[src/rtl/dbg_display_pkg.sv]
// Shared constants for the debug display controller: segment patterns,
// the blank pattern and the channel-select width.
package dbg_display_pkg;

  localparam int unsigned CH_SEL_W = 3;

  // Active-low segment patterns, bit0 = a ... bit6 = g.
  localparam logic [6:0] SEG_BLANK = 7'h7F;

  localparam logic [6:0] HEX_SEG [16] = '{
    7'b1000000,  // 0
    7'b1111001,  // 1
    7'b0100100,  // 2
    7'b0110000,  // 3
    7'b0011001,  // 4
    7'b0010010,  // 5
    7'b0000010,  // 6
    7'b1111000,  // 7
    7'b0000000,  // 8
    7'b0010000,  // 9
    7'b0001000,  // A
    7'b0000011,  // b
    7'b1000110,  // C
    7'b0100001,  // d
    7'b0000110,  // E
    7'b0001110   // F
  };

  function automatic logic [6:0] hex_to_seg(input logic [3:0] nib);
    return HEX_SEG[nib];
  endfunction

endpackage

[src/rtl/dbg_debounce.sv]
// Push-button conditioner: 2-flop synchroniser, stability-count debouncer
// and a one-cycle step request on each accepted press.
// Optional feature macro: DDU_AUTOREPEAT_EN adds hold-to-repeat steps and
// the level/other_level ports used to suppress steps while both buttons
// are held.
module dbg_debounce #(
  parameter int unsigned DEB_CYC    = 50000,
  parameter int unsigned REPEAT_DLY = 2500000,
  parameter int unsigned REPEAT_PER = 500000
) (
  input  logic clk,
  input  logic rst,
  input  logic btn,
`ifdef DDU_AUTOREPEAT_EN
  input  logic other_level,
  output logic level,
`endif
  output logic step_req
);

  if (DEB_CYC < 2) begin : g_bad_deb
    $error("dbg_debounce: DEB_CYC must be at least 2");
  end
  if (REPEAT_DLY < 1 || REPEAT_PER < 1) begin : g_bad_rpt
    $error("dbg_debounce: REPEAT_DLY and REPEAT_PER must be at least 1");
  end

  localparam int unsigned DEB_W = $clog2(DEB_CYC);
  localparam logic [DEB_W-1:0] DEB_LAST = DEB_W'(DEB_CYC - 1);

  logic             sync_a;
  logic             sync_b;
  logic             lvl;
  logic [DEB_W-1:0] deb_cnt;
  logic             rise;

  // Two-flop synchroniser for the asynchronous button input.
  always_ff @(posedge clk or posedge rst) begin
    if (rst) begin
      sync_a <= 1'b0;
      sync_b <= 1'b0;
    end else begin
      sync_a <= btn;
      sync_b <= sync_a;
    end
  end

  // Accept a new level only after DEB_CYC consecutive differing samples.
  always_ff @(posedge clk or posedge rst) begin
    if (rst) begin
      deb_cnt <= '0;
      lvl     <= 1'b0;
    end else if (sync_b == lvl) begin
      deb_cnt <= '0;
    end else if (deb_cnt == DEB_LAST) begin
      deb_cnt <= '0;
      lvl     <= sync_b;
    end else begin
      deb_cnt <= deb_cnt + 1'b1;
    end
  end

  // Press is recognised in the same cycle the debounced level goes high.
  always_comb begin
    rise = sync_b && !lvl && (deb_cnt == DEB_LAST);
  end

`ifdef DDU_AUTOREPEAT_EN
  localparam int unsigned RPT_MAX = (REPEAT_DLY > REPEAT_PER) ? REPEAT_DLY : REPEAT_PER;
  localparam int unsigned RPT_W   = (RPT_MAX > 1) ? $clog2(RPT_MAX) : 1;
  localparam logic [RPT_W-1:0] DLY_LAST = RPT_W'(REPEAT_DLY - 1);
  localparam logic [RPT_W-1:0] PER_LAST = RPT_W'(REPEAT_PER - 1);

  logic [RPT_W-1:0] rpt_cnt;
  logic             rpt_running;
  logic             rpt_fire;

  // First repeat waits REPEAT_DLY, later ones REPEAT_PER.
  always_comb begin
    rpt_fire = lvl && (rpt_cnt == (rpt_running ? PER_LAST : DLY_LAST));
    level    = lvl;
  end

  // Hold-time counter; cleared whenever the debounced level is low.
  always_ff @(posedge clk or posedge rst) begin
    if (rst) begin
      rpt_cnt     <= '0;
      rpt_running <= 1'b0;
    end else if (!lvl) begin
      rpt_cnt     <= '0;
      rpt_running <= 1'b0;
    end else if (rpt_fire) begin
      rpt_cnt     <= '0;
      rpt_running <= 1'b1;
    end else begin
      rpt_cnt <= rpt_cnt + 1'b1;
    end
  end

  // Step request: press or repeat, suppressed while the other button is held.
  always_ff @(posedge clk or posedge rst) begin
    if (rst) begin
      step_req <= 1'b0;
    end else begin
      step_req <= (rise || rpt_fire) && !other_level;
    end
  end
`else
  // Step request: one pulse per accepted press.
  always_ff @(posedge clk or posedge rst) begin
    if (rst) begin
      step_req <= 1'b0;
    end else begin
      step_req <= rise;
    end
  end
`endif

endmodule

[src/rtl/dbg_display_ctrl.sv]
// Board bring-up debug display: button-driven inspection address plus a
// scanned 7-segment view of one selected 32-bit debug channel.
// Optional feature macro: DDU_AUTOREPEAT_EN (hold-to-repeat on inc/dec).
module dbg_display_ctrl
  import dbg_display_pkg::*;
#(
  parameter int unsigned N_DIG       = 8,
  parameter int unsigned N_CH        = 2,
  parameter int unsigned ADDR_W      = 8,
  parameter int unsigned REFRESH_CYC = 5000,
  parameter int unsigned DEB_CYC     = 50000,
  parameter int unsigned REPEAT_DLY  = 2500000,
  parameter int unsigned REPEAT_PER  = 500000
) (
  input  logic                  clk_5M,
  input  logic                  reset,
  input  logic                  inc,
  input  logic                  dec,
  input  logic [CH_SEL_W-1:0]   sel,
  input  logic [N_CH*32-1:0]    ch_data,
  output logic [ADDR_W-1:0]     addr,
  output logic [6:0]            seg,
  output logic [N_DIG-1:0]      an,
  output logic                  addr_step
);

  if (N_DIG < 1 || N_DIG > 8) begin : g_bad_dig
    $error("dbg_display_ctrl: N_DIG must be 1..8");
  end
  if (N_CH < 1 || N_CH > 8) begin : g_bad_ch
    $error("dbg_display_ctrl: N_CH must be 1..8");
  end
  if (REFRESH_CYC < 2 || ADDR_W < 1) begin : g_bad_misc
    $error("dbg_display_ctrl: REFRESH_CYC must be >= 2 and ADDR_W >= 1");
  end

  localparam int unsigned IDX_W = (N_DIG > 1) ? $clog2(N_DIG) : 1;
  localparam int unsigned CNT_W = $clog2(REFRESH_CYC);
  localparam logic [IDX_W-1:0] IDX_LAST = IDX_W'(N_DIG - 1);
  localparam logic [CNT_W-1:0] CNT_LAST = CNT_W'(REFRESH_CYC - 1);

  logic [CNT_W-1:0]    refresh_cnt;
  logic [IDX_W-1:0]    idx;
  logic [CH_SEL_W-1:0] sel_q;
  logic                scan_live;
  logic [CH_SEL_W-1:0] sel_eff;
  logic [31:0]         word;
  logic [3:0]          nibble;
  logic [N_DIG-1:0]    digit_onehot;
  logic                inc_req;
  logic                dec_req;

  // ---------------------------------------------------------------- buttons
`ifdef DDU_AUTOREPEAT_EN
  logic inc_level;
  logic dec_level;

  dbg_debounce #(
    .DEB_CYC    (DEB_CYC),
    .REPEAT_DLY (REPEAT_DLY),
    .REPEAT_PER (REPEAT_PER)
  ) u_inc_btn (
    .clk         (clk_5M),
    .rst         (reset),
    .btn         (inc),
    .other_level (dec_level),
    .level       (inc_level),
    .step_req    (inc_req)
  );

  dbg_debounce #(
    .DEB_CYC    (DEB_CYC),
    .REPEAT_DLY (REPEAT_DLY),
    .REPEAT_PER (REPEAT_PER)
  ) u_dec_btn (
    .clk         (clk_5M),
    .rst         (reset),
    .btn         (dec),
    .other_level (inc_level),
    .level       (dec_level),
    .step_req    (dec_req)
  );
`else
  dbg_debounce #(
    .DEB_CYC    (DEB_CYC),
    .REPEAT_DLY (REPEAT_DLY),
    .REPEAT_PER (REPEAT_PER)
  ) u_inc_btn (
    .clk      (clk_5M),
    .rst      (reset),
    .btn      (inc),
    .step_req (inc_req)
  );

  dbg_debounce #(
    .DEB_CYC    (DEB_CYC),
    .REPEAT_DLY (REPEAT_DLY),
    .REPEAT_PER (REPEAT_PER)
  ) u_dec_btn (
    .clk      (clk_5M),
    .rst      (reset),
    .btn      (dec),
    .step_req (dec_req)
  );
`endif

  // Wrapping address register; opposing requests cancel out.
  always_ff @(posedge clk_5M or posedge reset) begin
    if (reset) begin
      addr      <= '0;
      addr_step <= 1'b0;
    end else begin
      addr_step <= 1'b0;
      if (inc_req && !dec_req) begin
        addr      <= addr + 1'b1;
        addr_step <= 1'b1;
      end else if (dec_req && !inc_req) begin
        addr      <= addr - 1'b1;
        addr_step <= 1'b1;
      end
    end
  end

  // ------------------------------------------------------------------- scan
  // Refresh timer, digit index and frame-aligned select latch.
  // The first scan after reset samples sel directly, later ones only on wrap.
  always_ff @(posedge clk_5M or posedge reset) begin
    if (reset) begin
      refresh_cnt <= '0;
      idx         <= '0;
      sel_q       <= '0;
      scan_live   <= 1'b0;
    end else begin
      scan_live <= 1'b1;
      if (!scan_live) begin
        sel_q <= sel;
      end
      if (refresh_cnt == CNT_LAST) begin
        refresh_cnt <= '0;
        if (idx == IDX_LAST) begin
          idx   <= '0;
          sel_q <= sel;
        end else begin
          idx <= idx + 1'b1;
        end
      end else begin
        refresh_cnt <= refresh_cnt + 1'b1;
      end
    end
  end

  // Channel mux; out-of-range selects fall back to channel 0.
  always_comb begin
    sel_eff = scan_live ? sel_q : sel;
    word    = ch_data[31:0];
    for (int unsigned c = 1; c < N_CH; c++) begin
      if (sel_eff == c[CH_SEL_W-1:0]) begin
        word = ch_data[c*32 +: 32];
      end
    end
  end

  // Nibble and one-hot digit for the current index.
  always_comb begin
    nibble       = word[3:0];
    digit_onehot = '0;
    for (int unsigned k = 0; k < N_DIG; k++) begin
      if (idx == k[IDX_W-1:0]) begin
        nibble          = word[k*4 +: 4];
        digit_onehot[k] = 1'b1;
      end
    end
  end

  // Anode and segment drive registered together so they switch in lockstep.
  always_ff @(posedge clk_5M or posedge reset) begin
    if (reset) begin
      an  <= '1;
      seg <= SEG_BLANK;
    end else begin
      an  <= ~digit_onehot;
      seg <= hex_to_seg(nibble);
    end
  end

endmodule
[config.mk]
export PLATFORM = sky130hd
export DESIGN_NAME = dbg_display_ctrl
export DESIGN_NICKNAME = d
export VERILOG_FILES = /design/src/rtl/dbg_display_pkg.sv /design/src/rtl/dbg_debounce.sv /design/src/rtl/dbg_display_ctrl.sv
export SDC_FILE = /design/constraint.sdc
export NUM_CORES = 1
export LEC_CHECK = 0
export ABC_AREA = 0
export BUFFER_PORTS_ARGS = -buffer_cell sky130_fd_sc_hd__clkbuf_2
export CELL_PAD_IN_SITES_DETAIL_PLACEMENT = 0
export CELL_PAD_IN_SITES_GLOBAL_PLACEMENT = 1
export CORE_ASPECT_RATIO = 1.5
export CORE_MARGIN = 5
export CORE_UTILIZATION = 38
export DETAILED_ROUTE_END_ITERATION = 12
export GPL_TIMING_DRIVEN = 0
export PLACE_DENSITY = 0.87
export SLEW_MARGIN = 0
export SYNTH_ARGS = -nofsm -noshare
export SYNTH_HDL_FRONTEND = slang
export SYNTH_SLANG_ARGS = --single-unit
[constraint.sdc]
create_clock -name clk_5M -period 2.7 [get_ports clk_5M]
set_input_delay 0.54 -clock clk_5M [delete_from_list [all_inputs] [get_ports clk_5M]]
set_output_delay 0.54 -clock clk_5M [all_outputs]
set_load 0.01 [all_outputs]
==> metrics.txt <==
Leakage 2.89 nW; I/O Buffers 94; critical path, cell by cell nor4b_4 -> nor2_8 -> buf_12 -> mux4_2 -> nand2_2 -> a222oi_1 -> nor2_1 -> o22a_2 -> ha_4 -> inv_2 -> mux4_2; most frequent cells in the layout 94 x clkbuf_2, 68 x dfrtp_1, 58 x nor2_1; Worst setup startpoint scan_live$_DFF_PP0_; DIE AREA 14300 um2; GPL Wtd Cong 0.861; GRT Total Usage 0.146; CP max stage cell mux4_2; crit start category flip-flop; critical path class reg -> reg; Reg2Reg Setup Slack -210 ps; #FFs+latches synth 84; worst-path fanout max 5; Setup Skew 8.40 ps; Final Util 0.487; maximum vdd drop 282 uV; Slew @ Worst Pin 633 ps; Synth Cell Area 4560 um2; DRC Markers 0; Critical path buffers and inverters 2; failing checks negative setup slack; Avg WL per Cell 14.0 um; Final Hold Vio Count 0; final wirelength 9.98 mm; status complete, but fails checks; EDFF count, synth 0; initial antenna violation count 0; cts bufs inserted 9; CTS Buffer Depth 2; Root Driver clkbuf_16; initial core utilization 0.384; Clk Latency, worst-skew pair 340 ps; die width 99.5 um; Seq/Total Area, Yosys 0.465; cts hold-fix bufs 0; Rows 49; post-route design area 5790 um2; critical path depth in cells 11; Unique masters post-synth 51; CTS tree done; Critical R2R Capture seg[3]$_DFF_PP1_; Final Max Slew Viols 0; worst path required time 2950 ps; top post-synthesis cells by area dfrtp_1 38%, dfstp_2 8.6%, mux2i_1 7.5%, ha_1 6.6%, xnor2_1 5.0%; Final Cycle Share 1.08; nets@finish 653; placed cell area 5260 um2; DR vias/cell 4.92; Cells after DPL 683; CP top delay family compound AO/OA/AOI/OAI gates; relative slew slack 0.574; DR iter-0 viols 114; Post-DP HPWL 7.59 mm; grt ovf 0; ys async rst share 1.00; pwr/cell area 484 nW/um2; Setup TNS -468 ps; Most used DFF post-synth dfrtp_1; CTS H-tree lvls 3; I/O pins 95; hold_ws 184 ps; max cap viols 0; arrival time worst endpoint 3170 ps; Synth Net Count 531; worst r2r path cells 11; vias in the first global route 3759; vias 3520; commonest non-fill, non-tap cell in the layout clkbuf_2; post-synth top area share 0.378; post-route setup slack -215 ps; CP endpoint kind flip-flop; Yosys top cell by area dfrtp_1; core area 11900 um2; RSZ-0062 raised after global routing true; critical path's largest stage delay 440 ps; First-pass DRT Iterations 4; sinks on the clock net 84; first-pass GRT wire length 16.9 mm; die height 144 um; Synth Warn # 0; most frequent cell on the critical path mux4_2; crit path time final 2910 ps; share of cells above drive strength 1 0.343; Non-Filler Instances 715; largest net degree at the start of global routing 58; clock transition time at the flip-flop clock pins of the worst setup and hold paths 70 ps; Mapped Cells 435; FMAX 343 MHz; syn avg cell area 10.5 um2; area delta synth->final 27.0%; Antenna Nets Post-Route 0; Ant. Diodes 0; worst setup path end seg[3]$_DFF_PP1_; worst reg2reg startpoint scan_live$_DFF_PP0_; Setup-failing EPs final 4; Hold Path Class in -> async
[cell families after synthesis]
family,Yosys count,synth area share
AOI/OAI and AO/OA,48,0.0691
xor gates and xnor gates,47,0.0902
adders and majority gates,25,0.0702
buffers and inverters,33,0.0345
DFF,84,0.465
muxes,45,0.107
other,1,0.000822
and+or+nand+nor,152,0.164
[report_power, final]
part	switching [mW]	total [mW]	internal, mW
clock network	0.528	1.17	0.638
registers	0.0127	1.31	1.30
logic	0.161	0.326	0.165
[stage by stage]
stage	worst slack [ps]	power, mW
after detailed placement	-565	1.62
after floorplan	-114	1.50
final	-215	2.81
after global routing	-297	2.94
after global placement	-980	1.61
after CTS	-270	2.82
[final cells by class]
| class | count | area, um2 |
|---|---|---|
| fill | 1117 | 6100 |
| multi-input combinational | 318 | 2400 |
| sequential | 84 | 2120 |
| timing repair buffer | 112 | 633 |
| clock buffer | 9 | 225 |
| tap | 153 | 191 |
| inverter | 23 | 91.3 |
| buffer | 9 | 66.3 |
| clock inverter | 7 | 58.8 |
[cell usage after synthesis, drive strengths merged (6+ instances only)]
library cell / number
inv: 23
nor3: 8
nor2: 59
dfrtp: 69
nand2: 32
xnor2: 26
xor2: 21
a21oi: 7
and3: 9
mux2: 9
ha: 24
buf: 6
dfstp: 15
nand3: 20
mux2i: 34
o21ai: 16
[worst reg2reg max path: stages, from the launching register on]
cell and delay, ps:
dfrtp_1 410, nor4b_4 400, nor2_8 70, buf_12 130
mux4_2 230, nand2_2 60, a222oi_1 370, nor2_1 80
o22a_2 320, ha_4 300, inv_2 30, mux4_2 440
[repair_timing]
action | 4_1_cts | 5_1_grt
buffers inserted | 10 | 7
gates resized for setup | 17 | 19
pin swaps | 11 | 10
hold endpoints to repair | 0 | 0
setup endpoints to repair | 7 | 8
[registers in the layout, summed over array words and instances (netlist names)]
name,count
idx,3
scan_live,1
u_dec_btn.lvl,1
u_dec_btn.sync_a,1
u_inc_btn.step_req,1
seg,7
u_inc_btn.sync_a,1
u_dec_btn.deb_cnt,16
sel_q,3
u_dec_btn.step_req,1
an,8
u_inc_btn.lvl,1
u_dec_btn.sync_b,1
u_inc_btn.sync_b,1
refresh_cnt,13
addr_step,1
u_inc_btn.deb_cnt,16
addr,8
[worst min-delay path by stage]
stage / cells past startpoint / slack [ps] / endpoint
after floorplan: 0 / 330 / u_dec_btn.sync_b$_DFF_PP0_
after global placement: 0 / 340 / u_dec_btn.sync_b$_DFF_PP0_
after detailed placement: 0 / 340 / u_dec_btn.sync_b$_DFF_PP0_
after CTS: 2 / 190 / u_dec_btn.deb_cnt[8]$_DFF_PP0_
after global routing: 2 / 210 / u_dec_btn.deb_cnt[6]$_DFF_PP0_
final: 2 / 180 / u_dec_btn.deb_cnt[8]$_DFF_PP0_
[metal layers]
| metal | GRT usage | share of wire | vias up |
|---|---|---|---|
| met5 | 0 | 0 | - |
| met4 | 0.0647 | 0.026 | 0 |
| met3 | 0.0415 | 0.061 | 17 |
| met2 | 0.265 | 0.53 | 106 |
| met1 | 0.158 | 0.38 | 1665 |
| li1 | - | - | 1732 |
No activity file was read; power rests on OpenSTA's default activity.
